<file path="config.mk">
export PLATFORM = sky130hd
export DESIGN_NAME = pipemem_stage_flat
export DESIGN_NICKNAME = d
export VERILOG_FILES = /design/src/rtl/pipemem_stage_if.sv /design/src/rtl/pipemem_stage.sv /design/src/flat_wrapper.sv
export SDC_FILE = /design/constraint.sdc
export NUM_CORES = 1
export LEC_CHECK = 0
export CORE_UTILIZATION = 43
export CTS_CLUSTER_DIAMETER = 50
export DETAILED_ROUTE_END_ITERATION = 6
export GPL_TIMING_DRIVEN = 0
export PLACE_DENSITY = 0.91
export SYNTH_ARGS = -nofsm -noshare
export SYNTH_HDL_FRONTEND = slang
export SYNTH_SLANG_ARGS = --single-unit
export TNS_END_PERCENT = 5
</file>
<file path="constraint.sdc">
create_clock -name clock -period 2.15 [get_ports clock]
set_input_delay 0.43 -clock clock [delete_from_list [all_inputs] [get_ports clock]]
set_output_delay 0.43 -clock clock [all_outputs]
set_load 0.01 [all_outputs]
</file>
<file path="src/rtl/pipemem_stage_if.sv">
// Data-memory req/ack bus between the pipeline MEM stage (master) and the
// data memory (slave). The request side is held stable while dm_req is high.
interface pipemem_stage_if;
  logic        dm_req;
  logic        dm_we;
  logic [31:0] dm_addr;
  logic [31:0] dm_wdata;
  logic        dm_ack;
  logic [31:0] dm_rdata;

  modport master (
    output dm_req,
    output dm_we,
    output dm_addr,
    output dm_wdata,
    input  dm_ack,
    input  dm_rdata
  );

  modport slave (
    input  dm_req,
    input  dm_we,
    input  dm_addr,
    input  dm_wdata,
    output dm_ack,
    output dm_rdata
  );
endinterface

</file>
<file path="src/rtl/pipemem_stage.sv">
// MEM stage of the five-stage pipeline: EX/MEM register, data-memory access
// over a req/ack handshake with timeout abort, and the MEM/WB register.
// Optional feature macro: MISALIGN_TRAP_EN -- when defined, loads/stores with
// ealu[1:0] != 00 never reach memory and retire as a bubble with exception
// code 10. When undefined, low address bits are passed through untouched.
module pipemem_stage #(
  parameter int unsigned TIMEOUT_CYC = 16
) (
  input  logic                   clock,
  input  logic                   resetn,
  input  logic                   ewreg,
  input  logic                   em2reg,
  input  logic                   ewmem,
  input  logic [31:0]            ealu,
  input  logic [31:0]            eb,
  input  logic [4:0]             ern,
  pipemem_stage_if.master        dm,
  output logic                   mstall,
  output logic                   mwreg,
  output logic                   mm2reg,
  output logic [31:0]            malu,
  output logic [31:0]            mmo,
  output logic [4:0]             mrn,
  output logic                   mexc,
  output logic [1:0]             mexc_code
);

  typedef enum logic [0:0] {IDLE = 1'b0, BUSY = 1'b1} state_t;

  // A zero timeout disables the abort path entirely.
  localparam logic       TO_EN   = (TIMEOUT_CYC != 0) ? 1'b1 : 1'b0;
  localparam logic [7:0] TO_LAST = (TIMEOUT_CYC != 0) ? 8'(TIMEOUT_CYC - 1) : 8'd0;

  state_t      state_r, state_next_s;
  logic [7:0]  cnt_r;
  logic        wreg_q, m2reg_q, wmem_q, misal_q;
  logic [31:0] malu_q, b_q;
  logic [4:0]  rn_q;

  logic        busy_s, timeout_hit_s, load_en_s, misal_s, mem_op_s;

  assign mem_op_s = em2reg | ewmem;

`ifdef MISALIGN_TRAP_EN
  assign misal_s = mem_op_s & (ealu[1:0] != 2'b00);
`else
  assign misal_s = 1'b0;
`endif

  // FSM outputs: request, stall and the edge-enable for the EX/MEM register.
  always_comb begin
    busy_s        = (state_r == BUSY);
    timeout_hit_s = busy_s & TO_EN & (cnt_r == TO_LAST) & ~dm.dm_ack;
    mstall        = busy_s & ~dm.dm_ack & ~timeout_hit_s;
    load_en_s     = ~mstall;
  end

  assign dm.dm_req   = busy_s;
  assign dm.dm_we    = wmem_q;
  assign dm.dm_addr  = malu_q;
  assign dm.dm_wdata = b_q;

  // Next state: a new instruction is examined on every non-stalled edge.
  always_comb begin
    state_next_s = state_r;
    if (load_en_s) begin
      if (mem_op_s && !misal_s) begin
        state_next_s = BUSY;
      end else begin
        state_next_s = IDLE;
      end
    end else begin
      state_next_s = state_r;
    end
  end

  // State register; reset drops dm_req immediately and discards any access.
  always_ff @(posedge clock or negedge resetn) begin
    if (!resetn) begin
      state_r <= IDLE;
    end else begin
      state_r <= state_next_s;
    end
  end

  // Wait counter: cleared whenever a new instruction is captured, counts stall cycles.
  always_ff @(posedge clock or negedge resetn) begin
    if (!resetn) begin
      cnt_r <= 8'd0;
    end else if (load_en_s) begin
      cnt_r <= 8'd0;
    end else begin
      cnt_r <= cnt_r + 8'd1;
    end
  end

  // EX/MEM pipeline register, frozen while the stage stalls.
  always_ff @(posedge clock or negedge resetn) begin
    if (!resetn) begin
      wreg_q  <= 1'b0;
      m2reg_q <= 1'b0;
      wmem_q  <= 1'b0;
      misal_q <= 1'b0;
      malu_q  <= 32'd0;
      b_q     <= 32'd0;
      rn_q    <= 5'd0;
    end else if (load_en_s) begin
      wreg_q  <= ewreg;
      m2reg_q <= em2reg;
      wmem_q  <= ewmem;
      misal_q <= misal_s;
      malu_q  <= ealu;
      b_q     <= eb;
      rn_q    <= ern;
    end else begin
      wreg_q  <= wreg_q;
      m2reg_q <= m2reg_q;
      wmem_q  <= wmem_q;
      misal_q <= misal_q;
      malu_q  <= malu_q;
      b_q     <= b_q;
      rn_q    <= rn_q;
    end
  end

  // MEM/WB pipeline register: retire, bubble on stall/abort, exception pulse.
  always_ff @(posedge clock or negedge resetn) begin
    if (!resetn) begin
      mwreg     <= 1'b0;
      mm2reg    <= 1'b0;
      malu      <= 32'd0;
      mmo       <= 32'd0;
      mrn       <= 5'd0;
      mexc      <= 1'b0;
      mexc_code <= 2'b00;
    end else if (busy_s) begin
      if (dm.dm_ack) begin
        // Stores also latch dm_rdata; write-back ignores it for them.
        mwreg     <= wreg_q;
        mm2reg    <= m2reg_q;
        malu      <= malu_q;
        mmo       <= dm.dm_rdata;
        mrn       <= rn_q;
        mexc      <= 1'b0;
        mexc_code <= 2'b00;
      end else begin
        // Still waiting, or aborted by timeout: either way a bubble.
        mwreg     <= 1'b0;
        mm2reg    <= 1'b0;
        mexc      <= timeout_hit_s;
        mexc_code <= timeout_hit_s ? 2'b01 : 2'b00;
      end
    end else if (misal_q) begin
      mwreg     <= 1'b0;
      mm2reg    <= 1'b0;
      mexc      <= 1'b1;
      mexc_code <= 2'b10;
    end else begin
      // Non-memory instruction (or bubble); mmo keeps the last load data.
      mwreg     <= wreg_q;
      mm2reg    <= m2reg_q;
      malu      <= malu_q;
      mrn       <= rn_q;
      mexc      <= 1'b0;
      mexc_code <= 2'b00;
    end
  end

endmodule
</file>
<file path="src/flat_wrapper.sv">
// flat-port wrapper written by rule: the top's interface ports become plain ports
module pipemem_stage_flat 
#(
  parameter int unsigned TIMEOUT_CYC = 16
)
  (clock, resetn, ewreg, em2reg, ewmem, ealu, eb, ern, mstall, mwreg, mm2reg, malu, mmo, mrn, mexc, mexc_code, dm_dm_req, dm_dm_we, dm_dm_addr, dm_dm_wdata, dm_dm_ack, dm_dm_rdata);
  pipemem_stage_if dm_i ();
  input  logic clock;
  input  logic resetn;
  input  logic ewreg;
  input  logic em2reg;
  input  logic ewmem;
  input  logic [31:0] ealu;
  input  logic [31:0] eb;
  input  logic [4:0] ern;
  output logic mstall;
  output logic mwreg;
  output logic mm2reg;
  output logic [31:0] malu;
  output logic [31:0] mmo;
  output logic [4:0] mrn;
  output logic mexc;
  output logic [1:0] mexc_code;
  output wire logic [$bits(dm_i.dm_req)-1:0] dm_dm_req;
  output wire logic [$bits(dm_i.dm_we)-1:0] dm_dm_we;
  output wire logic [$bits(dm_i.dm_addr)-1:0] dm_dm_addr;
  output wire logic [$bits(dm_i.dm_wdata)-1:0] dm_dm_wdata;
  input wire logic [$bits(dm_i.dm_ack)-1:0] dm_dm_ack;
  input wire logic [$bits(dm_i.dm_rdata)-1:0] dm_dm_rdata;
  assign dm_dm_req = dm_i.dm_req;
  assign dm_dm_we = dm_i.dm_we;
  assign dm_dm_addr = dm_i.dm_addr;
  assign dm_dm_wdata = dm_i.dm_wdata;
  assign dm_i.dm_ack = dm_dm_ack;
  assign dm_i.dm_rdata = dm_dm_rdata;
  pipemem_stage #(.TIMEOUT_CYC(TIMEOUT_CYC)) u_core (.clock(clock), .resetn(resetn), .ewreg(ewreg), .em2reg(em2reg), .ewmem(ewmem), .ealu(ealu), .eb(eb), .ern(ern), .dm(dm_i), .mstall(mstall), .mwreg(mwreg), .mm2reg(mm2reg), .malu(malu), .mmo(mmo), .mrn(mrn), .mexc(mexc), .mexc_code(mexc_code));
endmodule
</file>
==> metrics.md <==
| Metric | Value |
|---|---|
| Slowest-stage cell, CP | dfrtp_2 |
| DR top layer | met4 |
| Count of pins over their slew limit | 0 |
| Met3 Routed Length | around 1000 microns |
| Status | completed |
| Yosys warning count | 0 |
| Setup Skew | 0.0104 ns |
| Gr usage total | around a fifth |
| R2R Setup Slk | 0.13 ns |
| Sequential share of power | about two fifths |
| Number of setup violations in the final report | 0 |
| EDFF count, synth | 0 |
| Vias | 3972 |
| P_int | 6.25 mW |
| Max Freq | slightly below 500 MHz |
| Hold_ws | ~0.026 ns |
| Iter 0 DRT Violations | roughly 120 |
| Initial Utilization | approximately 44% |
| # diodes | 0 |
| DIE AREA | around 0.014 sq mm |
| Drt pass-1 iters | 4 |
| Crit Path Class | register to primary output |
| CTS Buffer Depth | 2 |
| Combinational share of power | about a fifth |
| Avg Inst Size Synth | approximately 17 sq um |
| Top post-synthesis cells by area | dfrtp_1, mux2_2, mux2_4, buf_6, buf_4 |
| # IOs | about 250 |
| Slew HR | between 50% and 60% |
| Port buffer count | approximately 250 |
| CP startpoint kind | register |
| Vias in the first global route | between 4000 and 5000 |
| Most used cell, CP | buf_6 |
| HPWL after DPL | 10300 microns |
| Worst slew pin tran | 0.647 ns |
| Crit share post-route | 95.3% |
| Slowest stage delay, CP | roughly 0.42 ns |
| CTS tree | done |
| Worst-path cell chain | nor4_4, a41o_1, buf_6, inv_8, buf_6 |
| Hold buffer count at cts | 0 |
| Worst skew pair latency | between 0.4 and 0.5 ns |
| Final Hold Fails | 0 |
| Clock transition at path regs | 0.06 ns |
| Pwr dens | slightly below 900 mW/mm^2 |
| Post-Syn Nets | ~460 |
| Post-Syn Area | 0.00592 sq mm |
| Largest net degree at the start of global routing | 86 |
| H-tree levels | 4 |
| Register area share after synthesis | between 60% and 70% |
| Top FF cell, synth | dfrtp_1 |
| Die Ht | about 120 microns |
| Crit path time final | a little over 2 ns |
| Grt total ovfl | 0 |
| Endpoint of the lowest-slack register-to-register path | u_core.dm.dm_addr[19] |
| Post-route DRC | 0 |
| Flops & latches, synth | 153 |
| Met1 wire length | roughly 5500 microns |
| Wirelength per Cell | 17.7 microns |
| First-pass GRT wire length | around 23000 microns |
| Nets@finish | 733 |
| Core outline area | around 0.013 sq mm |
| Root Buffer | clkbuf_16 |
| VDD IR max | between 0.5 and 0.6 mV |
| CP Data Arrival Time | 1.62 ns |
| Worst hold path type | input port to asynchronous set/reset pin |
| Count leader, synth | dfrtp_1 |
| Setup TNS | 0 ns |
| Syn-to-layout area delta | 58.0% |
| Die Wd | about 120 microns |
| Clock buffer count from CTS | 17 |
| Mapped Cells | roughly 350 |
| R2R depth | 7 |
| Post-synth ARST share | 100% |
| Final Cell Area | between 0.009 and 0.01 sq mm |
| Vias/cell | around 5 |
| Clk pwr share | a little under two fifths |
| Yosys top cell area share | 64.7% |
| Largest area contributor in the netlist | dfrtp_1 |
| Row cnt | 42 |
| RR Startpoint | u_core.cnt_r[4] |
| Placer Congestion | roughly 0.73 |
| Switch Pwr | slightly below 2 mW |
| Ratio of cells with drive above 1 in the final layout | a little under a third |
| LEAKAGE | ~4.0 nW |
| Max Cap Violations | 0 |
| Antenna violations before repair | 0 |
| Antenna-violating nets left | 0 |
| Top cells by count, synth | dfrtp_1, mux2_2, mux2_4 |
| RSZ-0062 raised after global routing | true |
| CP Capture Type | primary output |
| Worst endpoint required time | 1.72 ns |
| Post-DP Area | roughly 0.0086 sq mm |
| Critical path peak fanout | 3 |
| Final wirelength | 14400 microns |
| Synth cell types | 27 |
| CTS sink count | 153 |
| Switching share of power | a little under a quarter |
| WL met2 | roughly 7500 microns |
per-layer routing:
metal | global-route usage, % | vias to the layer above
met5 | 0 | -
met4 | 9.14 | 0
met3 | 6.51 | 32
met2 | 36.9 | 167
met1 | 23.3 | 1994
li1 | - | 1779
logic make-up after synthesis:
group,Yosys count,share of synthesized area [%]
multiplexers,141,29.2
AO/OA/AOI/OAI,10,1.04
adder cells (fa/ha/maj),1,0.211
flip-flops,153,64.7
AND/OR/NAND/NOR,21,2.24
buffers and inverters,21,2.39
XOR/XNOR,1,0.148
other,1,0.0634
final cells by class:
class                           instances  area, sq um
Buffer                                 16          124
Fill cell                             920         4000
Timing Repair Buffer                  259         2580
Clock inverter                         10          141
Inverter                                3         18.8
Sequential cell                       153         3830
Multi-Input combinational cell        175         1960
Clock buffer                           22          474
Tap cell                              176          220
worst max-delay path by stage:
| stage | startpoint | slack (ns) | end |
|---|---|---|---|
| finish | u_core.cnt_r[4] | 0.10 | mstall |
| global route | u_core.cnt_r[4] | -0.004 | mstall |
| CTS | u_core.cnt_r[7] | -0.04 | mstall |
| detailed placement | dm_dm_ack | -0.91 | mstall |
| global placement | resetn | -5.05 | u_core.dm.dm_wdata[11] |
| floorplan | dm_dm_ack | 0.38 | u_core.dm.dm_wdata[0] |
sequential cells by signal, summed over array words and instances (netlist names):
signal and flops:
u_core.dm.dm_addr 32, u_core.dm.dm_wdata 32, u_core.malu 32, u_core.mmo 32, u_core.cnt_r 8, u_core.mrn 5
u_core.rn_q 5, u_core.dm.dm_req 1, u_core.dm.dm_we 1, u_core.m2reg_q 1, u_core.mexc_code 1, u_core.mm2reg 1
u_core.mwreg 1, u_core.wreg_q 1
repair_timing:
action	4_1_cts	5_1_grt
setup buffers	9	3
gates resized for setup	12	4
setup endpoints to repair	33	29
pin swaps	2	2
power groups by stage:
stage               registers, mW  clock network [mW]  logic, mW
floorplan                    3.61                   0      0.490
global placement             3.46                   0       1.64
detailed placement           3.48                   0       1.69
CTS                          3.44                3.12       1.72
global route                 3.48                3.23       1.80
finish                       3.44                3.06       1.70
stage by stage:
stage | power [mW] | setup slack, ns | std cells | util [%]
global route | 8.51 | -0.00403 | 814 | 70.0
global placement | 5.10 | -5.05 | 771 | 64.4
CTS | 8.29 | -0.0425 | 812 | 69.9
detailed placement | 5.17 | -0.911 | 772 | 64.6
finish | 8.19 | 0.102 | 814 | 70.0
floorplan | 4.10 | 0.383 | 349 | -
placed cells by master (no fill, tap or decap), drive strengths merged:
cell and n:
a21oi 4, a221o 1, a31oi 1, a41o 1, and2 3, buf 30, bufinv 3, clkbuf 23
clkdlybuf4s50 244, clkinv 1, clkinvlp 5, conb 1, dfrtp 153, ha 1, inv 4, mux2 141
nand2 3, nand2b 2, nand3 2, nand4 2, nor2 2, nor3b 1, nor4 1, o21ai 3
or3 5, xnor2 1
worst max-delay path, delay by kind of cell, from the launching register on:
family / cells / cell delay, ns
DFF: 1 / 0.42
and+or+nand+nor: 1 / 0.30
buffers and inverters: 3 / 0.27
AOI/OAI and AO/OA: 1 / 0.22
(Power assumes the default switching activity.)
